===== src/rtl/prm_pkg.sv =====
// Shared types, field layout and saturating field arithmetic for the PRM edge sweep.
package prm_pkg;

    localparam int JOINT_W = 5;
    localparam int STEP_W  = 6;
    localparam int CODE_W  = 15;
    localparam int NJOINT  = 3;

    // Field positions inside the 15-bit code and the 18-bit step word.
    localparam int J0_LSB = 0;
    localparam int J1_LSB = 5;
    localparam int J2_LSB = 10;
    localparam int S0_LSB = 0;
    localparam int S1_LSB = 6;
    localparam int S2_LSB = 12;

    typedef enum logic [1:0] {
        IDLE  = 2'd0,
        SWEEP = 2'd1,
        DRAIN = 2'd2,
        DONE  = 2'd3
    } state_e;

    // field + signed step, saturated to [0, 31]. The 7-bit signed sum covers
    // the full range -32..62, so bit 6 flags negative and bit 5 flags > 31.
    function automatic logic [JOINT_W-1:0] clamp_field(input logic [JOINT_W-1:0] f,
                                                       input logic [STEP_W-1:0]  s);
        logic signed [JOINT_W+1:0] sum;
        sum = $signed({2'b00, f}) + $signed({s[STEP_W-1], s});
        if (sum[JOINT_W+1])
            clamp_field = '0;
        else if (sum[JOINT_W])
            clamp_field = '1;
        else
            clamp_field = sum[JOINT_W-1:0];
    endfunction

endpackage


===== src/rtl/prm_code_step.sv =====
// Combinational three-field saturating adder: next joint code from current code and step.
module prm_code_step
    import prm_pkg::*;
(
    input  logic [CODE_W-1:0]        code,
    input  logic [NJOINT*STEP_W-1:0] step,
    output logic [CODE_W-1:0]        code_nxt
);

    // Each joint field advances independently and saturates; no carry between fields.
    always_comb begin
        code_nxt = '0;
        for (int j = 0; j < NJOINT; j++) begin
            code_nxt[j*JOINT_W +: JOINT_W] = clamp_field(code[j*JOINT_W +: JOINT_W],
                                                         step[j*STEP_W +: STEP_W]);
        end
    end

endmodule


===== src/rtl/prm_edge_sweep.sv =====
// Edge sweep sequencer: walks one roadmap edge sample by sample through the
// checker bank and returns a single collision verdict with early exit.
//
// Handshakes: a transfer happens on a rising edge where both valid and ready
// are high. req_ready is high only in IDLE; res_valid is high only in DONE and
// the result fields hold steady until res_ready is seen with res_valid.
module prm_edge_sweep
    import prm_pkg::*;
#(
    parameter int NCHK  = 8,
    parameter int CNT_W = 8,
    parameter int CHK_W = 3
) (
    input  logic                     clk,
    input  logic                     rst_n,
    input  logic                     req_valid,
    output logic                     req_ready,
    input  logic [CODE_W-1:0]        req_start,
    input  logic [NJOINT*STEP_W-1:0] req_step,
    input  logic [CNT_W-1:0]         req_steps,
    output logic [CODE_W-1:0]        chk_code,
    input  logic [NCHK-1:0]          chk_mask,
    output logic                     res_valid,
    input  logic                     res_ready,
    output logic                     res_hit,
    output logic [CNT_W-1:0]         res_idx,
    output logic [CHK_W-1:0]         res_chk,
    output logic [CODE_W-1:0]        res_code,
    output state_e                   dbg_state
);

    state_e                    state_q, state_d;
    logic [CODE_W-1:0]         code_q;
    logic [NJOINT*STEP_W-1:0]  step_q;
    logic [CNT_W-1:0]          rem_q;
    logic [CNT_W-1:0]          idx_q;
    logic                      pend_q;
    logic [NCHK-1:0]           mask_q;
    logic [CODE_W-1:0]         mcode_q;
    logic [CNT_W-1:0]          midx_q;
    logic [CODE_W-1:0]         code_nxt;
    logic                      hit;

    function automatic logic [CHK_W-1:0] lowest_set(input logic [NCHK-1:0] m);
        lowest_set = '0;
        for (int i = NCHK - 1; i >= 0; i--) begin
            if (m[i]) lowest_set = CHK_W'(i);
        end
    endfunction

    prm_code_step u_step (
        .code     (code_q),
        .step     (step_q),
        .code_nxt (code_nxt)
    );

    // The previous cycle's registered mask is evaluated while the next sample is on the bus.
    assign hit = pend_q && (|mask_q) && (state_q == SWEEP || state_q == DRAIN);

    // code_q is frozen on the last sample, so the checker bus holds it through DRAIN.
    assign chk_code  = code_q;
    assign dbg_state = state_q;

    // Next-state selection; a hit outranks the move into DRAIN.
    always_comb begin
        state_d = state_q;
        case (state_q)
            IDLE:    if (req_valid) state_d = SWEEP;
            SWEEP:   if (hit) state_d = DONE;
                     else if (rem_q == '0) state_d = DRAIN;
            DRAIN:   state_d = DONE;
            DONE:    if (res_ready) state_d = IDLE;
            default: state_d = IDLE;
        endcase
    end

    // State register plus the registered handshake outputs decoded from the next state.
    always_ff @(posedge clk or negedge rst_n) begin
        if (!rst_n) begin
            state_q   <= IDLE;
            req_ready <= 1'b1;
            res_valid <= 1'b0;
        end else begin
            state_q   <= state_d;
            req_ready <= (state_d == IDLE);
            res_valid <= (state_d == DONE);
        end
    end

    // Sweep datapath: load the edge, step samples, capture masks, latch the verdict.
    always_ff @(posedge clk or negedge rst_n) begin
        if (!rst_n) begin
            code_q   <= '0;
            step_q   <= '0;
            rem_q    <= '0;
            idx_q    <= '0;
            pend_q   <= 1'b0;
            mask_q   <= '0;
            mcode_q  <= '0;
            midx_q   <= '0;
            res_hit  <= 1'b0;
            res_idx  <= '0;
            res_chk  <= '0;
            res_code <= '0;
        end else begin
            case (state_q)
                IDLE: begin
                    if (req_valid) begin
                        code_q <= req_start;
                        step_q <= req_step;
                        rem_q  <= req_steps;
                        idx_q  <= '0;
                        pend_q <= 1'b0;
                    end
                end
                SWEEP: begin
                    if (hit) begin
                        res_hit  <= 1'b1;
                        res_idx  <= midx_q;
                        res_chk  <= lowest_set(mask_q);
                        res_code <= mcode_q;
                    end else begin
                        mask_q  <= chk_mask;
                        mcode_q <= code_q;
                        midx_q  <= idx_q;
                        pend_q  <= 1'b1;
                        idx_q   <= idx_q + 1'b1;
                        rem_q   <= rem_q - 1'b1;
                        if (rem_q != '0) code_q <= code_nxt;
                    end
                end
                DRAIN: begin
                    if (hit) begin
                        res_hit  <= 1'b1;
                        res_idx  <= midx_q;
                        res_chk  <= lowest_set(mask_q);
                        res_code <= mcode_q;
                    end else begin
                        res_hit  <= 1'b0;
                        res_idx  <= '0;
                        res_chk  <= '0;
                        res_code <= mcode_q;
                    end
                end
                default: ;
            endcase
        end
    end

endmodule

===== config.mk =====
export PLATFORM = sky130hd
export DESIGN_NAME = prm_edge_sweep
export DESIGN_NICKNAME = d
export VERILOG_FILES = /design/src/rtl/prm_pkg.sv /design/src/rtl/prm_code_step.sv /design/src/rtl/prm_edge_sweep.sv
export SDC_FILE = /design/constraint.sdc
export NUM_CORES = 1
export LEC_CHECK = 0
export BUFFER_PORTS_ARGS = -buffer_cell sky130_fd_sc_hd__buf_4
export CORE_UTILIZATION = 55
export CTS_CLUSTER_DIAMETER = 100
export DETAILED_ROUTE_END_ITERATION = 8
export GPL_TIMING_DRIVEN = 0
export PLACE_DENSITY = 0.87
export REMOVE_ABC_BUFFERS = 1
export SLEW_MARGIN = 20
export SYNTH_ARGS = -nofsm -noshare
export SYNTH_HDL_FRONTEND = slang
export SYNTH_SLANG_ARGS = --single-unit

===== constraint.sdc =====
create_clock -name clk -period 3.1 [get_ports clk]
set_clock_uncertainty 0.2 [all_clocks]
set_input_delay 0.31 -clock clk [delete_from_list [all_inputs] [get_ports clk]]
set_output_delay 0.31 -clock clk [all_outputs]
set_load 0.005 [all_outputs]

# Word level (Yosys, flattened, before mapping)
# Cells that the tools add are included.
dict set report totals {
  reg_bits 112
  input_bits 53
  out_inout_bits 46
  elab_cells 87
}
dict set report classes {
  add_sub_neg 5
  n_eq_ne 8
  muxes 43
  bitwise 1
  n_reduce_logical 15
}
# op count
set op_table {}
lappend op_table {{$mux W15} 4}
lappend op_table {{$pmux W15 S2} 2}
lappend op_table {{$mux W8} 6}
lappend op_table {{$pmux W8 S2} 3}
lappend op_table {{$mux W3} 10}
lappend op_table {{$mux W5} 6}
lappend op_table {{$add A6 B6 Y7} 3}
lappend op_table {{$add A8 B1 Y8 const B} 1}
lappend op_table {{$logic_not A8 Y1} 1}
lappend op_table {{$mux W2} 4}
lappend op_table {{$pmux W2 S4} 1}
lappend op_table {{$reduce_bool A8 Y1} 1}
lappend op_table {{$reduce_or A8 Y1} 1}
lappend op_table {{$sub A8 B1 Y8 const B} 1}
lappend op_table {{$eq A2 B2 Y1 const B} 3}
lappend op_table {{$ne A2 B2 Y1 const B} 3}
lappend op_table {{$pmux W3 S2} 1}
lappend op_table {{$reduce_and A2 Y1} 3}
lappend op_table {{$logic_not A2 Y1} 2}
lappend op_table {{$mux W1} 4}
lappend op_table {{$pmux W1 S2} 2}
lappend op_table {{$reduce_and A4 Y1} 1}
lappend op_table {{$reduce_bool A2 Y1} 2}
lappend op_table {{$reduce_and A3 Y1} 1}
lappend op_table {{5 further kinds} 6}

# Logic depth before layout (Yosys ltp)
dict set report logic_depth {
  word_depth 10
  depth_mapped 10
  ltp_nobuf 8
}

# Hierarchy
# Synthesis repeated with hierarchy kept, for this count alone.
dict set report unflattened {
  cells_unflattened 505
  hier_area_um2 5898.2
}
# module n_inst cells_each area_per_inst_um2
set modules_own_cells {}
lappend modules_own_cells {prm_edge_sweep 1 368 4919.7}
lappend modules_own_cells {prm_code_step 1 137 978.4}

# Worst setup path after synthesis
# No wires, ideal clock.
dict set report synth_path {
  path_type {reg2reg}
  start {register code_q[5], in the netlist chk_code[5]}
  end {register code_q[7], in the netlist chk_code[7]}
  t_arrival_ps 2000
  slack_ps 817
  stages_incl_launch_ff 9
  path_buffers 0
  path_cell_list {dfrtp_1 -> ha_1 -> inv_1 -> fa_1 -> nand2b_1 -> a21oi_1 -> a211o_1 -> or3b_1 -> o21ai_0}
}
dict set report synth_between {
  elab_chain_cells 6
}
# element line
set synth_rtl {}
lappend synth_rtl {{from (decl)} prm_edge_sweep.sv:33} ;# logic [CODE_W-1:0] code_q;
lappend synth_rtl {{from (signal assigned)} prm_edge_sweep.sv:109} ;# code_q <= req_start;
lappend synth_rtl {{from (signal assigned)} prm_edge_sweep.sv:129} ;# if (rem_q != '0) code_q <= code_nxt;
lappend synth_rtl {{$add A6 B6 Y7 *} prm_pkg.sv:29} ;# sum = $signed({2'b00, f}) + $signed({s[STEP_W-1], s});
lappend synth_rtl {{$mux W5} prm_pkg.sv:32} ;# else if (sum[JOINT_W])
lappend synth_rtl {{$mux W5 *} prm_pkg.sv:30} ;# if (sum[JOINT_W+1])
lappend synth_rtl {{$mux W15 *} prm_edge_sweep.sv:129}
lappend synth_rtl {{$mux W15 *} prm_edge_sweep.sv:117} ;# if (hit) begin
lappend synth_rtl {{$pmux W15 S2 *} prm_edge_sweep.sv:106} ;# case (state_q)
# Every way passes the cells marked *; elsewhere a longest branch is shown, timed or not. The select of a mux whose other input is x is not followed.
# A chain may end at the register's enable or synchronous reset.

# Worst setup path after layout
dict set report layout_path {
  start {register state_q[0], in the netlist dbg_state[0]}
  end {register code_q[11], in the netlist chk_code[11]}
}
dict set report layout_between {
  elab_chain_cells 5
  elab_cells_between_ends 11
}
# element line
set layout_rtl {}
lappend layout_rtl {{from (decl)} prm_edge_sweep.sv:32} ;# state_e state_q, state_d;
lappend layout_rtl {{from (signal assigned)} prm_edge_sweep.sv:84} ;# state_q <= state_d;
lappend layout_rtl {{$eq A2 B1 Y1 / $eq A2 B2 Y1 (equally long branches)} {prm_edge_sweep.sv:58, prm_edge_sweep.sv:106}}
lappend layout_rtl {{$logic_or A1 B1 Y1} prm_edge_sweep.sv:58} ;# assign hit = pend_q && (|mask_q) && (state_q == SWEEP || state_q == DRAIN);
lappend layout_rtl {{$logic_and A1 B1 Y1} prm_edge_sweep.sv:58}
lappend layout_rtl {{$ne A2 B2 Y1 (no source line)} --}
lappend layout_rtl {{$reduce_and A4 Y1 (no source line)} --}
# Parallel ways exist; a longest one is shown, timed or not.

==> metrics.txt <==
PwrDens 1180 mW/mm^2; GR Overflow Total 0; maxcap violations 0; CTS tree done; placement row count 37; antenna violations before repair 0; number of global-route vias before repair ~4700; Final min period roughly 2900 ps; CP required ~3100 ps; #FFs+latches synth approximately 110; gr usage total about a quarter; sequential share of the synthesized area a little under half; Yosys cell types a little under 70; fin area 0.00727 sq mm; Post-Route WL between 10000 and 15000 um; die area 0.0112 sq mm; RSZ-0062 raised after global routing no; H-tree levels 3; cell family with most CP delay simple AND/OR/NAND/NOR gates; CTS Buf Count 9; starting density of the core a little under three fifths; total core area a little over 0.01 sq mm; Tightest Pin Transition just over 1000 ps; Synth Warn # 0; Clk Tree Root Cell clkbuf_8; post-route ant nets 0; CP endpoint kind register; Synth area leaders dfrtp_1, mux2_2, ha_1; Worst Path Arrival around 3000 ps; worst path bufs/invs 1; Filler cells ~770; Final Slew Violations 0; EDFF count, synth 0; Mapped Area between 0.005 and 0.006 sq mm; Max clock buf depth 2; Hold Path Class input pin to register; Max VDD drop approximately 0.57 mV; ranking of synthesized cells by instance count dfrtp_1, mux2_2, nor2_1; most frequent cell after synthesis dfrtp_1; number of port buffers 98; Worst-Skew Late Latency between 300 and 400 ps; Final Power approximately 8.6 mW; RR Endpoint chk_code[11]; Worst Reg2Reg Path Length in Cells 7; worst r2r src dbg_state[0]; # setup viols final 0; Die Wd around 110 um; share of Yosys cell area claimed by the top area cell type between 40% and 50%; share of layout cells above drive strength 1 around a third; CP max stage cell dfrtp_1; placer congestion estimate around 0.85; CP Cell Sequence inv_1 > ha_1 > and3_1 > a21boi_2 > or2_2 > nor2_1 > o32ai_1; area grow syn2layout 23.0%; Max stage delay on crit path roughly 500 ps; HPWL after detailed placement ~8900 um; beginning of the worst hold path req_start[3]; CP Depth 7; first-pass GRT wire length roughly 22000 um; Post-synth ARST share between 90% and 100%; diode count 0; vias per cell 5.88; Clock transition at path regs 110 ps; Final Hold Viols 0; Syn Inst Count approximately 530; DP Area ~0.0067 sq mm; drt wl/cell about 17 um; hold path cells 3; via count about 4600; syn avg cell area between 10 and 15 sq um; final period utilization 93.1%; Worst R2R Setup Slack ~210 ps; DRT Pass-1 Iters 5; Top Ports 99; critical path fanouts, max 11; hold_ws around 12 ps; Layout Nets 721; detailed router's first-iteration violation count approximately 270; status completed; startpoint types register; largest net degree at the start of global routing ~110; Worst Setup Path Type register to register; Lkg Pwr between 3 and 4 nW; dominant synthesized flop cell dfrtp_1; Slew HR about a third; Worst Setup SP dbg_state[0]; Sink Count 112; Final Util 70.1%; Max Clock Freq between 0.3 and 0.4 GHz; area of the multi-input gates 0.00294 sq mm; Reg area around 0.0028 sq mm; Hold EP chk_code[3]; cell accounting for the most synthesized area dfrtp_1; Die Height around 110 um; drc violations 0
metrics by stage:
step | cells | setup slack, ps | setup TNS (ps)
final | 785 | 213 | 0
after CTS | 785 | 141 | 0
after floorplan | 504 | -490 | -16150
after global placement | 738 | -1750 | -111660
after detailed placement | 739 | -443 | -10920
after global routing | 785 | 64.3 | 0
repair_timing:
action                                  CTS  global route
endpoints found under the setup margin   44             2
setup buffers                             0             0
hold endpoints to repair                139             0
gates cloned                              1             0
pin swaps                                 1             0
resized for setup                         4             1
hold buffers                             29             0
tightest hold or removal path, stage by stage:
cell and delay, ps:
buf_4 120, nand2_1 60, a31oi_1 80
power breakdown:
part	internal, mW	switching, mW
logic	2.41	2.52
registers	2.14	0.561
clock network	0.391	0.537
total	4.94	3.61
cell type report:
cell class	count	share of cell area (%)
repair buffers	128	14.6
inverters	22	1.15
clock inverters	7	1.22
flip-flops and latches	112	38.6
clock buffers	9	1.70
well taps	136	2.34
multi-input cells	371	40.4
layout by cell type, fill, tap and decap left out, drive strengths merged, types with 11 or more instances in the layout:
cell,synthesis,final
and3,11,11
buf,14,98
ha,21,21
nor2b,11,11
dlygate4sd3,0,29
nand2,24,24
nand2b,11,11
mux2,66,66
inv,21,24
a22o,12,12
o21ai,19,20
nor2,32,32
dfrtp,111,111
a21oi,26,26
cells by family (layout without fill, tap and decap cells):
logic type               count (synthesis)  after routing  share of synthesized area (%)
AO/OA/AOI/OAI                          137            138                           17.1
XOR/XNOR                                 6              6                          0.889
adder cells (fa/ha/maj)                 24             24                           5.46
buffers and inverters                   46            166                           3.56
flip-flops                             112            112                           47.4
multiplexers                            72             72                           13.6
AND/OR/NAND/NOR                        131            131                           11.9
worst max path at each step:
| stage | to | slack (ps) |
|---|---|---|
| after global routing | chk_code[11] | 60 |
| after floorplan | res_code[0] | -490 |
| after CTS | chk_code[11] | 140 |
| after global placement | res_code[3] | -1750 |
| after detailed placement | res_code[10] | -440 |
| final | chk_code[11] | 210 |
registers in the layout, indices dropped and copies added (netlist names):
signal / count
mask_q: 8
mcode_q: 15
rem_q: 8
idx_q: 8
res_code: 15
step_q: 18
res_valid: 1
res_hit: 1
res_chk: 3
req_ready: 1
chk_code: 15
res_idx: 8
dbg_state: 2
pend_q: 1
midx_q: 8
per-layer routing:
layer	vias up	share of wire (%)	GRT usage, %
met1	2254	42	32.6
met4	0	1.8	9.13
met3	25	5.8	4.89
met5	-	0	0
met2	167	50	43.3
li1	2171	-	-
No activity file was read; power rests on OpenSTA's default activity.
